## src/rtl/screen_ram_writer_if.sv

```systemverilog
// CPU write bus into the screen RAM writer: strobe, address and data from the CPU side,
// ready back from the writer.
interface screen_ram_writer_if;
   logic        we;
   logic [15:0] addr;
   logic [7:0]  data;
   logic        ready;

   modport master (
      output we,
      output addr,
      output data,
      input  ready
   );

   modport slave (
      input  we,
      input  addr,
      input  data,
      output ready
   );
endinterface

```

## src/rtl/screen_ram_writer.sv

```systemverilog
// Queues CPU writes aimed at screen memory and drains them into the screen RAM write port;
// also paints every cell with one colour on request. Define VBLANK_ONLY_EN to gate writes to vblank.
module screen_ram_writer #(
   parameter int unsigned FIFO_AW     = 3,
   parameter logic [15:0] SCREEN_BASE = 16'h0200
) (
   input  logic                  clk_i,
   input  logic                  reset_i,
   screen_ram_writer_if.slave    cpu,
   input  logic                  clear_start_i,
   input  logic [7:0]            fill_color_i,
   output logic                  clear_busy_o,
   output logic                  clear_done_o,
   input  logic                  vblank_i,
   output logic                  screen_write_en_o,
   output logic [10:0]           screen_write_addr_o,
   output logic [7:0]            screen_write_data_o
);

   localparam int unsigned Depth = 1 << FIFO_AW;
   localparam logic [FIFO_AW:0] DepthCnt = (FIFO_AW + 1)'(Depth);

   typedef enum logic [1:0] {StIdle, StPend, StFill} state_e;

   logic [18:0]        mem_q [Depth];
   logic [FIFO_AW-1:0] wptr_q, rptr_q;
   logic [FIFO_AW:0]   cnt_q;
   logic               fifo_full, fifo_empty;
   logic               in_window, push, pop, gate;
   logic [15:0]        offset;

   state_e      state_q, state_d;
   logic [7:0]  color_q, color_d;
   logic [9:0]  fcnt_q, fcnt_d;
   logic        done_q, done_d;
   logic        we_q, we_d;
   logic [10:0] addr_q, addr_d;
   logic [7:0]  data_q, data_d;
   logic        fill_wr;

`ifdef VBLANK_ONLY_EN
   assign gate = vblank_i;
`else
   logic unused_vblank;
   assign unused_vblank = vblank_i;
   assign gate = 1'b1;
`endif

   assign fifo_full  = (cnt_q == DepthCnt);
   assign fifo_empty = (cnt_q == '0);

   // Unsigned wrap makes addresses below the base land far outside the window.
   assign offset    = cpu.addr - SCREEN_BASE;
   assign in_window = (offset < 16'd1024);

   assign cpu.ready    = ~fifo_full & ~clear_busy_o;
   assign clear_busy_o = (state_q != StIdle);
   assign push         = cpu.we & cpu.ready & in_window;
   assign pop          = ~fifo_empty & (state_q != StFill) & gate;

   always_ff @(posedge clk_i) begin
      if (push) begin
         mem_q[wptr_q] <= {cpu.addr[10:0], cpu.data};
      end
   end

   always_ff @(posedge clk_i) begin
      if (reset_i) begin
         wptr_q <= '0;
         rptr_q <= '0;
         cnt_q  <= '0;
      end else begin
         if (push) wptr_q <= wptr_q + FIFO_AW'(1);
         if (pop)  rptr_q <= rptr_q + FIFO_AW'(1);
         if (push && !pop)      cnt_q <= cnt_q + (FIFO_AW + 1)'(1);
         else if (!push && pop) cnt_q <= cnt_q - (FIFO_AW + 1)'(1);
      end
   end

   always_comb begin
      state_d = state_q;
      color_d = color_q;
      fcnt_d  = fcnt_q;
      done_d  = 1'b0;
      fill_wr = 1'b0;
      unique case (state_q)
         StIdle: begin
            if (clear_start_i) begin
               color_d = fill_color_i;
               fcnt_d  = '0;
               state_d = StPend;
            end
         end
         // Earlier CPU writes must reach the RAM before the fill starts.
         StPend: begin
            if (fifo_empty && !we_q) state_d = StFill;
         end
         StFill: begin
            if (gate) begin
               fill_wr = 1'b1;
               fcnt_d  = fcnt_q + 10'd1;
               if (fcnt_q == 10'h3FF) begin
                  done_d  = 1'b1;
                  state_d = StIdle;
               end
            end
         end
         default: state_d = StIdle;
      endcase
   end

   always_comb begin
      we_d   = pop | fill_wr;
      addr_d = addr_q;
      data_d = data_q;
      if (fill_wr) begin
         addr_d = SCREEN_BASE[10:0] + {1'b0, fcnt_q};
         data_d = color_q;
      end else if (pop) begin
         {addr_d, data_d} = mem_q[rptr_q];
      end
   end

   always_ff @(posedge clk_i) begin
      if (reset_i) begin
         state_q <= StIdle;
         color_q <= '0;
         fcnt_q  <= '0;
         done_q  <= 1'b0;
         we_q    <= 1'b0;
         addr_q  <= '0;
         data_q  <= '0;
      end else begin
         state_q <= state_d;
         color_q <= color_d;
         fcnt_q  <= fcnt_d;
         done_q  <= done_d;
         we_q    <= we_d;
         addr_q  <= addr_d;
         data_q  <= data_d;
      end
   end

   assign clear_done_o        = done_q;
   assign screen_write_en_o   = we_q;
   assign screen_write_addr_o = addr_q;
   assign screen_write_data_o = data_q;

endmodule

```

## src/flat_wrapper.sv

```systemverilog
// flat-port wrapper written by rule: the top's interface ports become plain ports
module screen_ram_writer_flat 
#(
   parameter int unsigned FIFO_AW     = 3,
   parameter logic [15:0] SCREEN_BASE = 16'h0200
)
  (clk_i, reset_i, clear_start_i, fill_color_i, clear_busy_o, clear_done_o, vblank_i, screen_write_en_o, screen_write_addr_o, screen_write_data_o, cpu_we, cpu_addr, cpu_data, cpu_ready);
  screen_ram_writer_if cpu_i ();
  input  logic clk_i;
  input  logic reset_i;
  input  logic clear_start_i;
  input  logic [7:0] fill_color_i;
  output logic clear_busy_o;
  output logic clear_done_o;
  input  logic vblank_i;
  output logic screen_write_en_o;
  output logic [10:0] screen_write_addr_o;
  output logic [7:0] screen_write_data_o;
  input wire logic [$bits(cpu_i.we)-1:0] cpu_we;
  input wire logic [$bits(cpu_i.addr)-1:0] cpu_addr;
  input wire logic [$bits(cpu_i.data)-1:0] cpu_data;
  output wire logic [$bits(cpu_i.ready)-1:0] cpu_ready;
  assign cpu_i.we = cpu_we;
  assign cpu_i.addr = cpu_addr;
  assign cpu_i.data = cpu_data;
  assign cpu_ready = cpu_i.ready;
  screen_ram_writer #(.FIFO_AW(FIFO_AW), .SCREEN_BASE(SCREEN_BASE)) u_core (.clk_i(clk_i), .reset_i(reset_i), .cpu(cpu_i), .clear_start_i(clear_start_i), .fill_color_i(fill_color_i), .clear_busy_o(clear_busy_o), .clear_done_o(clear_done_o), .vblank_i(vblank_i), .screen_write_en_o(screen_write_en_o), .screen_write_addr_o(screen_write_addr_o), .screen_write_data_o(screen_write_data_o));
endmodule
```

## config.mk

```make
export PLATFORM = sky130hd
export DESIGN_NAME = screen_ram_writer_flat
export DESIGN_NICKNAME = d
export VERILOG_FILES = /design/src/rtl/screen_ram_writer_if.sv /design/src/rtl/screen_ram_writer.sv /design/src/flat_wrapper.sv
export SDC_FILE = /design/constraint.sdc
export NUM_CORES = 1
export LEC_CHECK = 0
export ABC_CLOCK_PERIOD_IN_PS = 3100
export BUFFER_PORTS_ARGS = -buffer_cell sky130_fd_sc_hd__buf_2
export CAP_MARGIN = 20
export CORE_MARGIN = 3
export CORE_UTILIZATION = 50
export CTS_CLUSTER_DIAMETER = 50
export CTS_CLUSTER_SIZE = 10
export DETAILED_ROUTE_END_ITERATION = 7
export PLACE_DENSITY = 0.75
export REMOVE_ABC_BUFFERS = 1
export SKIP_CTS_REPAIR_TIMING = 1
export SLEW_MARGIN = 20
export SYNTH_ARGS = -nofsm -noshare
export SYNTH_HDL_FRONTEND = slang
export SYNTH_SLANG_ARGS = --single-unit
```

## constraint.sdc

```tcl
create_clock -name clk_i -period 3.1 [get_ports clk_i]
set_input_delay 0.155 -clock clk_i [delete_from_list [all_inputs] [get_ports clk_i]]
set_output_delay 0.155 -clock clk_i [all_outputs]
set_load 0.02 [all_outputs]
```

==> reports/qor.csv <==
metric,value,unit
r2r_slack,0.30,ns
placed_cells,767,
core,15900,sq um
fin_hold_ws,-0.0253,ns
failed_checks,hold timing,
max_slew_margin,56.2,%
combPwrFrac,22.9,%
wl_met1,7280,um
netlist_top_cells_area,"edfxtp_1, dfxtp_1, mux4_2",
final_cells,838,
synth_top_family_by_area,multiplexers,
dp_slack,0.219,ns
clock_latency,0.51,ns
synth_compound_area_share,7.46,%
synthAdderAreaFrac,1.32,%
finalWirelength,17700,um
fin_worst_skew,0.0138,ns
seq_power_share,43.9,%
fin_setup_tns,0,ns
end_kind,register,
synth-edff-count,152,
min_from,clear_start_i,
utilization,60.7,%
drive_gt1_share,25.2,%
gp_congestion,0.767,
p_sw_share,28.7,%
syn_inst,503,
hold_depth,3,
synth-seq-area-share,69.2,%
critical_path.max_fanout,6,
synth_top_area_share,55.9,%
p_int,5420,uW
synth_top_flop_cell,edfxtp_1,
antenna_found_initial,0,
cts.htree.levels,1,
drt_first_iter_violations,376,
fp.dieW,134,um
setup_violations,0,
ant_nets,0,
dr_total_vias,4829,
synthXorXnorAreaFrac,0.429,%
num-fill-cells,1149,
drv_cap,0,
clockPowerShare,33.2,%
power.density,786,nW/um^2
layout_min_cycle_time,2.80,ns
path_class,reg -> reg,
die_h,134,um
drc,0,
synth_mux_area_share,12.0,%
cts_max_path_buffers,3,
critPathArrivalTime,3.19,ns
avgSynthCellArea,16.2,sq um
syn_area,8160,sq um
final_common_cell,edfxtp_1,
dr_wl_met3,887,um
gr-total-overflow,0,
synth.distinct_cells,59,
antenna_cells,0,
cts.sinks,206,
status,"finished, violations left",
grt_max_degree,40,
timing.final.ws_setup,0.298,ns
met2_length,9120,um
final_nets,650,
dieArea,17900,sq um
start_util,51.2,%
period_share,90.4,%
dp_hpwl,10000,um
cts_buffers,25,
ir_worst_vdd,458,uV
grt_setup_unrepaired,false,
num_rows,46,
r2r-start,u_core.cnt_q[0],
ys_warn_count,0,
final-max-slew-violation-count,0,
crit_path_start_kind,register,
grt_first_pass_wirelength,27000,um
startpoint,u_core.cnt_q[0],
r2r_cells,11,
switchingPower,2180,uW
via_per_inst,5.76,
final_cell_mix,"edfxtp_1, buf_2, dfxtp_1",
syn2layout_area_growth,18.5,%
dr.pass1.iters,4,
hold_viol,1,
power.leakage,0.00328,uW
clkTransAtPathRegs,0.06,ns
top_layer_used,met4,
synth-simple-area-share,6.97,%
required,3.49,ns
yosysTopAreaCell,edfxtp_1,
ioPinCount,60,
grt_usage,19.6,%
cts_tree,yes,
portBuffers,58,
wl_per_cell,21.2,um
worst_pin_slew,0.657,ns
grt_pass1_vias,4852,
fmax,0.357,GHz
cts_root_buffer,clkbuf_16,
ys_async_sr_fraction,0,%
hp-class,in -> reg,
ys_ff_latch,206,
## Yosys cell counts (2+ instances only)
library cell / instances
a22oi_1: 30
buf_6: 5
mux2_2: 4
o21ai_0: 11
clkbuf_8: 2
xor2_1: 2
o21ai_1: 8
nand3b_1: 2
a2111o_1: 2
nand4b_1: 2
inv_1: 8
nor2b_1: 4
nand4_1: 3
nor3b_1: 2
dfxtp_1: 54
a21oi_1: 23
nor2_1: 34
edfxtp_1: 152
xnor2_1: 2
buf_2: 3
buf_1: 3
nand2b_1: 7
nand2_1: 28
nand3_1: 6
mux4_2: 35
nor3_1: 10
a21boi_0: 2
ha_1: 7
nor4_1: 2
a211oi_1: 3
mux2i_1: 8
mux4_1: 2
clkbuf_1: 10
buf_4: 2
## power groups by stage
stage / clock network, uW / logic (uW) / registers [uW]
after floorplan: 0 / 918 / 3610
after global placement: 0 / 1670 / 3380
after detailed placement: 0 / 1710 / 3390
after CTS: 2570 / 1730 / 3330
after global routing: 2670 / 1890 / 3360
final: 2520 / 1740 / 3330
## through the flow
step | area, sq um | total power (uW) | hold slack (ns)
2_1_floorplan | 7970 | 4530 | 0.224
3_3_place_gp | 8690 | 5050 | 0.397
3_5_place_dp | 8690 | 5100 | 0.411
4_1_cts | 9400 | 7630 | -0.118
5_1_grt | 9670 | 7920 | 0.0168
6_report | 9670 | 7600 | -0.0253
## sequential cells by signal, summed over array words and instances, names as in the netlist, named ones only
register,flops
u_core.mem_q,152
u_core.screen_write_addr_o,11
u_core.fcnt_q,10
u_core.color_q,8
u_core.screen_write_data_o,8
u_core.cnt_q,4
u_core.rptr_q,3
u_core.wptr_q,3
u_core.state_q,2
u_core.clear_done_o,1
u_core.screen_write_en_o,1
## worst max-delay path, stage by stage (launching register included)
cell	delay [ns]
dfxtp_1	0.46
nor4_1	0.10
buf_4	0.16
nor2_1	0.33
inv_1	0.12
ha_1	0.23
inv_1	0.13
ha_1	0.29
a21oi_1	0.22
a211oi_1	0.10
a31oi_1	0.18
mux2_2	0.36
## routing by layer
metal	up-vias	global-route usage, %
met5	-	0
met4	0	7.60
met3	35	3.26
met2	148	33.1
met1	2462	25.9
li1	2184	-
## cell type report
class,instances,area (sq um),area share (%)
Clock inverter,4,26.3,0.272
Tap cell,216,270,2.79
Timing Repair Buffer,102,701,7.24
Clock buffer,40,682,7.05
Inverter,8,30.0,0.310
Multi-Input combinational cell,262,2320,23.9
Sequential cell,206,5650,58.4
## worst paths after layout
kind | endpoint
worst max-delay path | u_core.cnt_q[3]
worst min-delay path | u_core.state_q[0]
worst max register to register | u_core.cnt_q[3]
worst min register to register | u_core.color_q[5]
## cells by family after synthesis
family                   count (synthesis)
adder cells (fa/ha/maj)                  8
flip-flops                             206
AND/OR/NAND/NOR                        111
XOR/XNOR                                 4
buffers and inverters                   35
AO/OA/AOI/OAI                           89
multiplexers                            50
Power figures use the tool's default switching activity.
